### src/rtl/instr_decode_pkg.sv
// rtl/instr_decode_pkg.sv - shared formats, opcodes and field positions for the decode stage
package instr_decode_pkg;

    typedef enum logic [1:0] {
        FMT_R       = 2'd0,
        FMT_I       = 2'd1,
        FMT_J       = 2'd2,
        FMT_ILLEGAL = 2'd3
    } fmt_e;

    localparam logic [5:0] OP_RTYPE = 6'h00;
    localparam logic [5:0] OP_J     = 6'h02;
    localparam logic [5:0] OP_JAL   = 6'h03;
    localparam logic [5:0] OP_ANDI  = 6'h0C;
    localparam logic [5:0] OP_ORI   = 6'h0D;
    localparam logic [5:0] OP_XORI  = 6'h0E;

    localparam int OPC_LSB   = 26;
    localparam int RS_LSB    = 21;
    localparam int RT_LSB    = 16;
    localparam int RD_LSB    = 11;
    localparam int SHAMT_LSB = 6;
    localparam int FUNCT_LSB = 0;

    localparam int N_LEGAL_I = 20;
    localparam logic [5:0] LEGAL_I_OPS [N_LEGAL_I] = '{
        6'h04, 6'h05, 6'h06, 6'h07, 6'h08, 6'h09, 6'h0A, 6'h0B, 6'h0C, 6'h0D,
        6'h0E, 6'h0F, 6'h20, 6'h21, 6'h23, 6'h24, 6'h25, 6'h28, 6'h29, 6'h2B
    };

    function automatic logic is_legal_i(input logic [5:0] op);
        logic hit;
        hit = 1'b0;
        for (int i = 0; i < N_LEGAL_I; i++) begin
            if (LEGAL_I_OPS[i] == op) hit = 1'b1;
        end
        return hit;
    endfunction

endpackage

### src/rtl/instr_field_decode.sv
// rtl/instr_field_decode.sv - combinational split of one instruction word into decoded fields
module instr_field_decode
    import instr_decode_pkg::*;
#(
    parameter int INSTR_W    = 32,
    parameter int REG_AW     = 5,
    parameter int XLEN       = 32,
    parameter int ZEXT_LOGIC = 1
) (
    input  logic [INSTR_W-1:0] i_instr,
    output logic [5:0]         o_opcode,
    output logic [REG_AW-1:0]  o_rs,
    output logic [REG_AW-1:0]  o_rt,
    output logic [REG_AW-1:0]  o_rd,
    output logic [4:0]         o_shamt,
    output logic [5:0]         o_funct,
    output logic [25:0]        o_target,
    output logic [XLEN-1:0]    o_imm,
    output fmt_e               o_fmt,
    output logic               o_wr_zero
);

    logic [15:0] w_imm16;
    logic        w_zext;

    always_comb begin
        o_opcode = i_instr[OPC_LSB +: 6];
        o_rs     = REG_AW'(i_instr[RS_LSB +: 5]);
        o_rt     = REG_AW'(i_instr[RT_LSB +: 5]);
        o_rd     = REG_AW'(i_instr[RD_LSB +: 5]);
        o_shamt  = i_instr[SHAMT_LSB +: 5];
        o_funct  = i_instr[FUNCT_LSB +: 6];
        o_target = i_instr[25:0];
        w_imm16  = i_instr[15:0];

        if (o_opcode == OP_RTYPE)                             o_fmt = FMT_R;
        else if (o_opcode == OP_J || o_opcode == OP_JAL)      o_fmt = FMT_J;
        else if (is_legal_i(o_opcode))                        o_fmt = FMT_I;
        else                                                  o_fmt = FMT_ILLEGAL;

        // Logical immediates are unsigned operands; everything else sign-extends.
        w_zext = (ZEXT_LOGIC != 0) &&
                 (o_opcode == OP_ANDI || o_opcode == OP_ORI || o_opcode == OP_XORI);
        if (o_fmt == FMT_J)  o_imm = XLEN'(o_target);
        else if (w_zext)     o_imm = XLEN'(w_imm16);
        else                 o_imm = XLEN'($signed(w_imm16));

        case (o_fmt)
            FMT_R:   o_wr_zero = (i_instr[RD_LSB +: 5] == 5'd0);
            FMT_I:   o_wr_zero = (i_instr[RT_LSB +: 5] == 5'd0);
            FMT_J:   o_wr_zero = (o_opcode != OP_JAL);
            default: o_wr_zero = 1'b1;
        endcase
    end

endmodule

### src/rtl/instr_decode_stage.sv
// rtl/instr_decode_stage.sv - decode pipeline stage with output register and one-entry skid buffer
module instr_decode_stage
    import instr_decode_pkg::*;
#(
    parameter int INSTR_W    = 32,
    parameter int REG_AW     = 5,
    parameter int XLEN       = 32,
    parameter int ZEXT_LOGIC = 1
) (
    input  logic               clk,
    input  logic               rst,
    input  logic               in_valid,
    input  logic [INSTR_W-1:0] in_instr,
    output logic               in_ready,
    input  logic               flush,
    output logic               out_valid,
    input  logic               out_ready,
    output logic [5:0]         out_opcode,
    output logic [REG_AW-1:0]  out_rs,
    output logic [REG_AW-1:0]  out_rt,
    output logic [REG_AW-1:0]  out_rd,
    output logic [4:0]         out_shamt,
    output logic [5:0]         out_funct,
    output logic [25:0]        out_target,
    output logic [XLEN-1:0]    out_imm,
    output logic [1:0]         out_fmt,
    output logic               out_wr_zero,
    output logic [31:0]        dec_count
);

    logic               r_out_valid;
    logic               r_skid_valid;
    logic [INSTR_W-1:0] r_skid_instr;
    logic [5:0]         r_opcode;
    logic [REG_AW-1:0]  r_rs, r_rt, r_rd;
    logic [4:0]         r_shamt;
    logic [5:0]         r_funct;
    logic [25:0]        r_target;
    logic [XLEN-1:0]    r_imm;
    fmt_e               r_fmt;
    logic               r_wr_zero;
    logic [31:0]        r_dec_count;

    logic               w_in_fire, w_out_fire, w_out_free;
    logic [INSTR_W-1:0] w_src;
    logic [5:0]         w_opcode;
    logic [REG_AW-1:0]  w_rs, w_rt, w_rd;
    logic [4:0]         w_shamt;
    logic [5:0]         w_funct;
    logic [25:0]        w_target;
    logic [XLEN-1:0]    w_imm;
    fmt_e               w_fmt;
    logic               w_wr_zero;

    assign in_ready   = ~r_skid_valid;
    assign w_in_fire  = in_valid && in_ready;
    assign w_out_fire = r_out_valid && out_ready;
    assign w_out_free = ~r_out_valid || out_ready;

    // The skid word always has priority: while it is held, in_ready is low.
    assign w_src = r_skid_valid ? r_skid_instr : in_instr;

    instr_field_decode #(
        .INSTR_W(INSTR_W), .REG_AW(REG_AW), .XLEN(XLEN), .ZEXT_LOGIC(ZEXT_LOGIC)
    ) u_dec (
        .i_instr  (w_src),
        .o_opcode (w_opcode),
        .o_rs     (w_rs),
        .o_rt     (w_rt),
        .o_rd     (w_rd),
        .o_shamt  (w_shamt),
        .o_funct  (w_funct),
        .o_target (w_target),
        .o_imm    (w_imm),
        .o_fmt    (w_fmt),
        .o_wr_zero(w_wr_zero)
    );

    always_ff @(posedge clk or posedge rst) begin
        if (rst) begin
            r_out_valid  <= 1'b0;
            r_skid_valid <= 1'b0;
            r_skid_instr <= '0;
            r_opcode     <= '0;
            r_rs         <= '0;
            r_rt         <= '0;
            r_rd         <= '0;
            r_shamt      <= '0;
            r_funct      <= '0;
            r_target     <= '0;
            r_imm        <= '0;
            r_fmt        <= FMT_R;
            r_wr_zero    <= 1'b0;
            r_dec_count  <= '0;
        end else if (flush) begin
            r_out_valid  <= 1'b0;
            r_skid_valid <= 1'b0;
        end else begin
            if (w_out_fire) r_dec_count <= r_dec_count + 32'd1;
            if (w_out_free) begin
                r_out_valid <= r_skid_valid || w_in_fire;
                if (r_skid_valid || w_in_fire) begin
                    r_opcode  <= w_opcode;
                    r_rs      <= w_rs;
                    r_rt      <= w_rt;
                    r_rd      <= w_rd;
                    r_shamt   <= w_shamt;
                    r_funct   <= w_funct;
                    r_target  <= w_target;
                    r_imm     <= w_imm;
                    r_fmt     <= w_fmt;
                    r_wr_zero <= w_wr_zero;
                end
                r_skid_valid <= 1'b0;
            end else if (w_in_fire) begin
                r_skid_instr <= in_instr;
                r_skid_valid <= 1'b1;
            end
        end
    end

    assign out_valid   = r_out_valid;
    assign out_opcode  = r_opcode;
    assign out_rs      = r_rs;
    assign out_rt      = r_rt;
    assign out_rd      = r_rd;
    assign out_shamt   = r_shamt;
    assign out_funct   = r_funct;
    assign out_target  = r_target;
    assign out_imm     = r_imm;
    assign out_fmt     = r_fmt;
    assign out_wr_zero = r_wr_zero;
    assign dec_count   = r_dec_count;

endmodule

### config.mk
export PLATFORM = sky130hd
export DESIGN_NAME = instr_decode_stage
export DESIGN_NICKNAME = d
export VERILOG_FILES = /design/src/rtl/instr_decode_pkg.sv /design/src/rtl/instr_field_decode.sv /design/src/rtl/instr_decode_stage.sv
export SDC_FILE = /design/constraint.sdc
export NUM_CORES = 1
export LEC_CHECK = 0
export CORE_ASPECT_RATIO = 1.2
export CORE_MARGIN = 3
export CORE_UTILIZATION = 57
export DETAILED_ROUTE_END_ITERATION = 16
export DONT_BUFFER_PORTS = 1
export GPL_ROUTABILITY_DRIVEN = 0
export PLACE_DENSITY = 0.81
export SLEW_MARGIN = 15
export SYNTH_ARGS = -nofsm -noshare
export SYNTH_HDL_FRONTEND = slang
export SYNTH_SLANG_ARGS = --single-unit
export TNS_END_PERCENT = 20
### constraint.sdc
create_clock -name clk -period 4.1 [get_ports clk]
set_clock_uncertainty 0.05 [all_clocks]
set_input_delay 1.23 -clock clk [delete_from_list [all_inputs] [get_ports clk]]
set_output_delay 1.23 -clock clk [all_outputs]
set_load 0.03 [all_outputs]
==> summary.txt <==
Run status
  – Outcome: completed

Critical path
  – Endpoint type of the worst setup path: output pin
  – CP Buf/Inv Count: 2
  – CP Launch Type: flop
  – CP required: ~2800 ps
  – CP peak stage delay: 770 ps
  – Critical path's top delay family: flip-flops
  – Crit Path Max Fanout: 22
  – Max stage delay cell, worst path: dfrtp_2
  – Crit path kind: reg2out
  – Crit path DAT: 1780 ps
  – Crit-path cells: buf_4 > inv_1

Floorplan
  – Die footprint: 10,460 um^2
  – I/O pins: 164
  – Width of the die: 93.88 um
  – Die height: ~110 um
  – Row count: 37
  – Core area: 8796 um^2
  – Initial core utilization: 60.06%

STA
  – Final hold vios: 0
  – Unrepaired setup endpoints after global routing: false
  – Min Tclk post-route: ~3100 ps
  – Final setup fails: 0
  – Final Cycle Share: 74.57%
  – Slew HR: 36.78%
  – Slew Limit Fails: 0
  – Fmax: 0.3271 GHz
  – Post-route setup TNS: 0 ps
  – Final Hold Slack: between 400 and 500 ps
  – Worst slew pin tran: 948.3 ps

Power
  – VDD IR max: 0.2324 mV
  – Tot Pwr: 2.665 mW
  – Static leakage: 2.302 nW
  – Pwr Density: 511.4 nW/um^2

GRT
  – Overflow after GRT: 0
  – Global routing usage on met3: 8.041%
  – GRT Max-Usage Layer: met2
  – Vias in the first global route: between 3,000 and 4,000
  – Met2 usage: 33.02%
  – GR Util met1: 23.25%
  – First-pass GRT wire length: 16,440 um
  – Largest net degree at the start of global routing: 80
  – Initial antenna violation count: 0
  – Tot GR Track Use: roughly a fifth

CTS
  – Root buf cell: clkbuf_8
  – Post-cts sizing count: 0
  – Clock buffer depth: 2
  – Cts bufs inserted: 9
  – CTS Sinks: 112
  – Post-CTS Hold Buffers: 0
  – Post-CTS setup buffers: 0
  – Htree depth: 3
  – Clock latency on the worst-skew pair: 360 ps
  – CTS tree: done
  – CTS clk-pin slew, worst paths: 100 ps

Cells and area
  – Area grow syn2layout: -1.350%
  – Final nets: 443
  – Design area: 5211 um^2
  – Fraction of layout cells with a size suffix above 1: 14.88%
  – Ant diodes: 0
  – Finished Layout Cells: 527

Yosys
  – Seq cells post-synth: ~110
  – Sequential element share of the synthesized area: 53.06%
  – Syn Std Cell Area: between 5000 and 6000 um^2
  – Yosys Warn Count: 0
  – Share of flip-flops with an asynchronous set or reset: 100.0%
  – Avg Cell Area, Syn: between 10 and 15 um^2
  – Synth unique cells: 43
  – Mapped Cells: 456
  – Post-synth EDFFs: 0
  – Net Count, Synth: 494
  – Synth Flop Type: dfrtp_1

Placed design
  – Post-placement cell area: between 5000 and 6000 um^2
  – # placed instances: 511
  – Hpwl dp: 7158 um
  – Count of input and output buffers: 0

Detailed routing
  – Drt wl/cell: 18.88 um
  – Vias per std cell: approximately 5.9
  – First drt pass iteration count: 5
  – Vias: 3,091
  – Routed Antenna Nets: 0
  – Post-Route WL: 9950 um
  – DRC: 0
  – Iter 0 DRT Violations: 200

Run
  – Max cap viols: 0

Worst hold path
  – Type of the worst min-delay path: reg2reg
## Yosys cell counts, types with 3 or more instances
cell type	n	area share [%]
buf_2	5	0.47
xor2_1	6	0.99
inv_1	5	0.36
dfrtp_1	112	53
nand2_1	42	3.0
xnor2_1	25	4.1
nor2_1	21	1.5
a21o_1	12	1.7
and4_1	3	0.50
nor2b_1	3	0.36
mux2_1	4	0.85
buf_4	51	7.2
mux2_2	29	6.2
nor3_1	9	0.85
a21oi_1	4	0.38
nand3_1	12	1.1
and3_1	4	0.47
mux2i_1	32	6.1
a221o_1	11	2.1
nand4_1	7	0.83
clkbuf_1	8	0.57
o21ai_0	23	2.2
and2_1	3	0.36
## kinds of logic (layout without fill, tap and decap cells)
kind of cell,Yosys count,in the layout,share of synthesized area (%)
simple gates,120,120,12.25
flops,112,112,53.06
buf+inv,72,26,9.143
mux,65,65,13.10
compound gates,55,55,7.082
xor+xnor,31,31,5.140
fa+ha+maj,1,1,0.2368
## layout by cell type (no fill, tap or decap), types with 3 or more instances in the layout
cell type | synthesis | layout
mux2_1 | 4 | 4
o21ai_0 | 23 | 23
nor2b_1 | 3 | 3
nor3_1 | 9 | 9
mux2_2 | 29 | 29
and2_1 | 3 | 3
nand4_1 | 7 | 7
nor2_1 | 21 | 21
inv_1 | 5 | 4
nand3_1 | 12 | 12
nand2_1 | 42 | 42
xnor2_1 | 25 | 25
xor2_1 | 6 | 6
and4_1 | 3 | 3
a221o_1 | 11 | 11
dfrtp_1 | 112 | 110
a21oi_1 | 4 | 4
buf_4 | 51 | 4
mux2i_1 | 32 | 32
and3_1 | 4 | 4
a21o_1 | 12 | 12
clkbuf_8 | 0 | 10
clkinv_4 | 0 | 3
## power breakdown
group	total, mW	switching, mW	internal [mW]
combinational	0.261	0.117	0.144
sequential	1.78	0.512	1.27
clock	0.621	0.374	0.247
## metal layers
metal  part of all wire [%]  wire length, um  up-vias
li1                       -                -     1430
met1                     39             3892     1525
met2                     50             5002      123
met3                    9.2              916       13
met4                    1.4              140        0
met5                      0                0        -
## sequential cells by signal (all words and copies together) (netlist names)
signal / count
out_rt: 4
out_imm: 11
out_funct: 5
out_wr_zero: 1
out_shamt: 4
out_opcode: 6
r_skid_instr: 32
out_rs: 5
out_valid: 1
out_fmt: 2
dec_count: 32
out_rd: 4
out_target: 4
r_skid_valid: 1
## layout make-up
type / count / area [um^2]
fill: 723 / 3585
multi-input combinational: 272 / 1998
timing repair buffer: 5 / 50.05
sequential: 112 / 2805
tap: 117 / 146.4
inverter: 5 / 22.52
clock inverter: 6 / 51.30
clock buffer: 10 / 137.6
## path summary, 6_finish.rpt
| check | from | endpoint | slack [ps] | depth (start not counted) |
|---|---|---|---|---|
| min in group asynchronous | rst | out_valid$_DFFE_PP0N_ | 790 | 1 |
| setup reg to reg | r_skid_valid$_DFFE_PP0P_ | out_imm[22]$_DFFE_PP0P_ | 1510 | 5 |
| max in group asynchronous | rst | out_imm[30]$_DFFE_PP0P_ | 2360 | 2 |
| hold / removal | r_skid_instr[2]$_DFFE_PP0P_ | r_skid_instr[2]$_DFFE_PP0P_ | 450 | 1 |
| setup / recovery | r_skid_valid$_DFFE_PP0P_ | in_ready | 1040 | 2 |
| hold reg to reg | r_skid_instr[2]$_DFFE_PP0P_ | r_skid_instr[2]$_DFFE_PP0P_ | 450 | 1 |
## worst register-to-register path, stage by stage, from the launching register on
cell and delay (ps):
dfrtp_2 770, mux2i_1 310, a21oi_1 800, nor4_2 90, buf_4 210, a221o_1 270
## through the flow
step                      util, %  setup slack, ps
final                       59.25             1043
after global routing        59.25            936.6
after CTS                   59.25            991.8
after detailed placement    57.10             1099
after global placement      57.10             1121
after floorplan                 -             1463
Note: power is estimated with default switching activity, not from simulation.
